<file path="src/rtl/vga_timing_pkg.sv">
// Shared VGA timing constants and types for the video blocks.
package vga_timing_pkg;

    typedef struct packed {
        int active;
        int fp;
        int sync;
        int bp;
    } vga_timing_t;

    // 640x480 @ 60 Hz, 25.175 MHz pixel clock, both syncs active-low
    localparam vga_timing_t Vga640H = '{active: 640, fp: 16, sync: 96, bp: 48};
    localparam vga_timing_t Vga480V = '{active: 480, fp: 10, sync: 2, bp: 33};
    localparam bit Vga640HPol = 1'b0;
    localparam bit Vga480VPol = 1'b0;

    // 800x600 @ 60 Hz, 40 MHz pixel clock, both syncs active-high
    localparam vga_timing_t Vga800H = '{active: 800, fp: 40, sync: 128, bp: 88};
    localparam vga_timing_t Vga600V = '{active: 600, fp: 1, sync: 4, bp: 23};
    localparam bit Vga800HPol = 1'b1;
    localparam bit Vga600VPol = 1'b1;

    function automatic int axisTotal(vga_timing_t t);
        return t.active + t.fp + t.sync + t.bp;
    endfunction

endpackage

</file>
<file path="src/rtl/vga_axis_counter.sv">
// One raster axis: wrapping position counter plus active/sync region decode.
module vga_axis_counter #(
    parameter int ACTIVE = 640,
    parameter int FP     = 16,
    parameter int SYNC   = 96,
    parameter int BP     = 48,
    parameter bit POL    = 1'b0,
    localparam int TOTAL = ACTIVE + FP + SYNC + BP,
    localparam int W     = $clog2(TOTAL)
) (
    input  logic         clk,
    input  logic         reset,
    input  logic         en,
    output logic [W-1:0] count,
    output logic         wrap,
    output logic         active,
    output logic         sync
);

    if (ACTIVE < 1 || FP < 1 || SYNC < 1 || BP < 1) begin : gParamCheck
        $fatal(1, "vga_axis_counter: ACTIVE, FP, SYNC and BP must all be >= 1");
    end

    localparam logic [W-1:0] Last      = W'(TOTAL - 1);
    localparam logic [W-1:0] ActiveEnd = W'(ACTIVE);
    localparam logic [W-1:0] SyncStart = W'(ACTIVE + FP);
    localparam logic [W-1:0] SyncEnd   = W'(ACTIVE + FP + SYNC);

    logic [W-1:0] countQ;

    always_ff @(posedge clk) begin
        if (reset) begin
            countQ <= '0;
        end else if (en) begin
            countQ <= wrap ? '0 : countQ + 1'b1;
        end
    end

    assign count  = countQ;
    assign wrap   = en && (countQ == Last);
    assign active = countQ < ActiveEnd;
    assign sync   = (countQ >= SyncStart && countQ < SyncEnd) ? POL : ~POL;

endmodule

</file>
<file path="src/rtl/vga_timing_gen.sv">
// Configurable VGA raster timing generator with registered, mutually aligned outputs.
// Define VGA_PIXEL_TICK_EN to add a pix_tick advance enable.
module vga_timing_gen
    import vga_timing_pkg::*;
#(
    parameter int H_ACTIVE   = Vga640H.active,
    parameter int H_FP       = Vga640H.fp,
    parameter int H_SYNC     = Vga640H.sync,
    parameter int H_BP       = Vga640H.bp,
    parameter int V_ACTIVE   = Vga480V.active,
    parameter int V_FP       = Vga480V.fp,
    parameter int V_SYNC     = Vga480V.sync,
    parameter int V_BP       = Vga480V.bp,
    parameter bit H_SYNC_POL = Vga640HPol,
    parameter bit V_SYNC_POL = Vga480VPol,
    localparam int H_TOTAL   = H_ACTIVE + H_FP + H_SYNC + H_BP,
    localparam int V_TOTAL   = V_ACTIVE + V_FP + V_SYNC + V_BP,
    localparam int X_W       = $clog2(H_TOTAL),
    localparam int Y_W       = $clog2(V_TOTAL)
) (
    input  logic           clk,
    input  logic           reset,
`ifdef VGA_PIXEL_TICK_EN
    input  logic           pix_tick,
`endif
    output logic           vga_h_sync,
    output logic           vga_v_sync,
    output logic           display_en,
    output logic [X_W-1:0] CounterX,
    output logic [Y_W-1:0] CounterY,
    output logic           line_start,
    output logic           frame_start
);

    logic advance;
`ifdef VGA_PIXEL_TICK_EN
    assign advance = pix_tick;
`else
    assign advance = 1'b1;
`endif

    logic [X_W-1:0] hcnt;
    logic [Y_W-1:0] vcnt;
    logic           hWrap, hActive, hSync;
    logic           unusedVWrap, vActive, vSync;

    vga_axis_counter #(
        .ACTIVE (H_ACTIVE),
        .FP     (H_FP),
        .SYNC   (H_SYNC),
        .BP     (H_BP),
        .POL    (H_SYNC_POL)
    ) uHAxis (
        .clk    (clk),
        .reset  (reset),
        .en     (advance),
        .count  (hcnt),
        .wrap   (hWrap),
        .active (hActive),
        .sync   (hSync)
    );

    // hWrap already includes advance, so lines only step on a real advance.
    vga_axis_counter #(
        .ACTIVE (V_ACTIVE),
        .FP     (V_FP),
        .SYNC   (V_SYNC),
        .BP     (V_BP),
        .POL    (V_SYNC_POL)
    ) uVAxis (
        .clk    (clk),
        .reset  (reset),
        .en     (hWrap),
        .count  (vcnt),
        .wrap   (unusedVWrap),
        .active (vActive),
        .sync   (vSync)
    );

    logic lineDecode, frameDecode;
    assign lineDecode  = advance && (hcnt == '0);
    assign frameDecode = lineDecode && (vcnt == '0);

    always_ff @(posedge clk) begin
        if (reset) begin
            CounterX    <= '0;
            CounterY    <= '0;
            display_en  <= 1'b0;
            vga_h_sync  <= ~H_SYNC_POL;
            vga_v_sync  <= ~V_SYNC_POL;
            line_start  <= 1'b0;
            frame_start <= 1'b0;
        end else begin
            // Strobes reload every clk so they drop on hold cycles.
            line_start  <= lineDecode;
            frame_start <= frameDecode;
            if (advance) begin
                CounterX   <= hcnt;
                CounterY   <= vcnt;
                display_en <= hActive && vActive;
                vga_h_sync <= hSync;
                vga_v_sync <= vSync;
            end
        end
    end

endmodule

</file>
<file path="config.mk">
export PLATFORM = sky130hd
export DESIGN_NAME = vga_timing_gen
export DESIGN_NICKNAME = d
export VERILOG_FILES = /design/src/rtl/vga_timing_pkg.sv /design/src/rtl/vga_axis_counter.sv /design/src/rtl/vga_timing_gen.sv
export SDC_FILE = /design/constraint.sdc
export NUM_CORES = 1
export LEC_CHECK = 0
export CAP_MARGIN = 20
export CORE_ASPECT_RATIO = 1.25
export CORE_MARGIN = 1
export CORE_UTILIZATION = 45
export CTS_CLUSTER_SIZE = 12
export DETAILED_ROUTE_END_ITERATION = 10
export PLACE_DENSITY_LB_ADDON = 0.05
export REMOVE_ABC_BUFFERS = 1
export SLEW_MARGIN = 40
export SYNTH_ARGS = -nofsm -noshare
export SYNTH_HDL_FRONTEND = slang
export SYNTH_SLANG_ARGS = --single-unit
</file>
<file path="constraint.sdc">
create_clock -name clk -period 4.05 [get_ports clk]
set_clock_uncertainty 0.2 [all_clocks]
set_input_delay 0.6075 -clock clk [delete_from_list [all_inputs] [get_ports clk]]
set_output_delay 0.6075 -clock clk [all_outputs]
set_load 0.05 [all_outputs]
</file>
==> flow_summary.json <==
{
  "syn_to_final_growth_pct": 21.4,
  "yosys_warnings": 0,
  "synth_ff_type": "dfxtp_1",
  "slew_headroom_pct": 66.5,
  "finish.utilization_pct": 58.7,
  "grt_setup_unrepaired": "no",
  "synth.top_cells.by_area": "dfxtp_1 52%, nor2b_1 6.2%, nor2_1 4.8%, xor2_1 4.6%, ha_1 2.9%",
  "r2r-start": "uHAxis.count[0]$_SDFF_PP0_",
  "chipHeight_um": 71.3,
  "vias": 1245,
  "pre_cts_ws_ns": 1.92,
  "crit_arrival_ns": 1.44,
  "fin_crit_sh_pct": 55.6,
  "cap_violations": 0,
  "ys_seq_area_share_pct": 52.1,
  "powerDensity_nw_per_um2": 388,
  "start_util_pct": 48.4,
  "fin_crit_ns": 2.25,
  "holdPathEnd": "uHAxis.count[0]$_SDFF_PP0_",
  "htree_num_levels": 2,
  "ctsResizeCount": 0,
  "dp.cells": 229,
  "drive_gt1_share_pct": 6.60,
  "grt_pass1_wl_mm": 5.37,
  "worst_pin_slew_ns": 0.501,
  "fp-row-count": 24,
  "dp_hpwl_mm": 2.15,
  "die_area_um2": 4090,
  "yosysTopAreaCell": "dfxtp_1",
  "critPathTopFamily": "buffers and inverters",
  "synth.avg_cell_area_um2": 10.0,
  "finalNonFillerCells": 236,
  "grt_pass1_vias": 1193,
  "ant_nets": 0,
  "totalPowerFinal_mw": 0.814,
  "clockBufferDepth": 2,
  "crit_type": "reg2out",
  "synth_edf_count": 0,
  "final_common_cell": "dfxtp_1",
  "place_area_um2": 1990,
  "slowest_stage": "clkdlybuf4s50_1",
  "overflow": 0,
  "hold_buffers": 0,
  "async_reset_ff_share_pct": 0,
  "whs_path_depth": 1,
  "first_pass_iters": 7,
  "vias_per_cell": 5.28,
  "end_kind": "primary output",
  "cts_tree": "yes",
  "worstPathMaxFanout": 1,
  "ir_worst_vdd_mv": 0.243,
  "groute.usage.overall_pct": 17.4,
  "maxClockFrequency_mhz": 444,
  "fin_area_um2": 2100,
  "die_w_um": 57.4,
  "worstPathCellList": "clkdlybuf4s50_1",
  "layout_common_cells": "45 x dfxtp_1, 26 x clkdlybuf4s50_1, 22 x nor2_1, 17 x nor2b_1, 9 x xor2_1",
  "reg2reg_slack_ns": 1.99,
  "synth_area_um2": 1730,
  "required_ns": 3.24,
  "core_area_um2": 3570,
  "io_pins": 27,
  "ys_ff_latch": 45,
  "setup_tns_ns": 0,
  "nets": 203,
  "reg2reg_depth": 5,
  "setup_violations": 0,
  "hold_path_class": "reg2reg",
  "drc": 4,
  "drt_wl_total_mm": 3.09,
  "synth_cell_type_count": 33,
  "final-hold-violation-count": 0,
  "drv_slew": 0,
  "cp-startpoint": "line_start$_SDFF_PP0_",
  "cts.sinks": 45,
  "critPathBufInv": 1,
  "cts.root.buffer_cell": "clkbuf_8",
  "violations": "design-rule violations",
  "gp_congestion": 0.797,
  "portBuffers": 26,
  "worstSkewPairLatency_ns": 0.29,
  "cp-start-kind": "flop",
  "wl_per_cell_um": 13.1,
  "drt_iter0_drc": 19,
  "synth_cells": 172,
  "path_clk_slew_ns": 0.08,
  "reg2reg_to": "uVAxis.count[7]$_SDFFE_PP0N_",
  "cts_buffers": 5,
  "slowest_delay_ns": 0.81,
  "hp-start": "uHAxis.count[0]$_SDFF_PP0_",
  "status": "finished, violations left",
  "yosys.area.top_type_share_pct": 52.1,
  "cts_setup_buffers": 0,
  "diodes": 0,
  "antenna_found_initial": 0,
  "whs_ns": 0.281,
  "grt_max_degree": 30,
  "postLayoutSetupSlackWorst_ns": 1.80,
  "power.leakage_nw": 0.768
}
[routing by layer]
metal	up-vias	global-route usage [%]	routed length, µm
met5	-	0	0
met4	0	10.0	89
met3	10	4.87	133
met2	34	27.5	1430
met1	564	21.1	1430
li1	637	-	-
[worst reg2reg max path: cells and delay by family, from the launching register on]
family / cells / cell delay (ns)
DFF: 1 / 0.39
adders and majority gates: 1 / 0.23
AOI/OAI and AO/OA: 1 / 0.16
and+or+nand+nor: 3 / 1.01
[cells in the mapped netlist, types with 4 or more instances]
| master | count |
|---|---|
| o21ai_0 | 5 |
| nand3_1 | 6 |
| ha_1 | 4 |
| nor2b_1 | 17 |
| and3_1 | 5 |
| xor2_1 | 9 |
| inv_1 | 5 |
| nand2_1 | 5 |
| nand4_1 | 7 |
| nor2_1 | 22 |
| dfxtp_1 | 45 |
| xnor2_1 | 5 |
[how the worst max path moves through the flow]
| stage | end | slack, ns | cells after the start |
|---|---|---|---|
| floorplan | uVAxis.count[8]$_SDFFE_PP0N_ | 2.24 | 5 |
| global placement | frame_start$_SDFF_PP0_ | 1.98 | 5 |
| detailed placement | frame_start$_SDFF_PP0_ | 1.92 | 5 |
| CTS | frame_start | 1.79 | 1 |
| global route | line_start | 1.74 | 1 |
| finish | line_start | 1.80 | 1 |
[where the power goes]
group / total [mW] / internal [mW] / switching (mW)
clock: 0.317 / 0.179 / 0.138
sequential: 0.454 / 0.449 / 0.00496
combinational: 0.0423 / 0.0147 / 0.0276
[cell families after synthesis]
kind of cell | Yosys count | share of synthesized area (%)
flops | 45 | 52.1
simple gates | 85 | 30.2
compound gates | 10 | 3.62
buf+inv | 14 | 4.05
xor+xnor | 14 | 7.10
fa+ha+maj | 4 | 2.90
[area by class of cell]
cell class	instances	area, µm²
sequential	45	901
tap	39	48.8
clock inverter	2	35.0
fill	335	1480
timing repair buffer	27	268
clock buffer	5	68.8
inverter	5	18.8
multi-input combinational	113	757
[registers in the layout, indices dropped and copies added, names as in the netlist]
name and flops:
CounterX 10, CounterY 10, display_en 1, frame_start 1
line_start 1, uHAxis.count 10, uVAxis.count 10, vga_h_sync 1
vga_v_sync 1
Power figures use the tool's default switching activity.
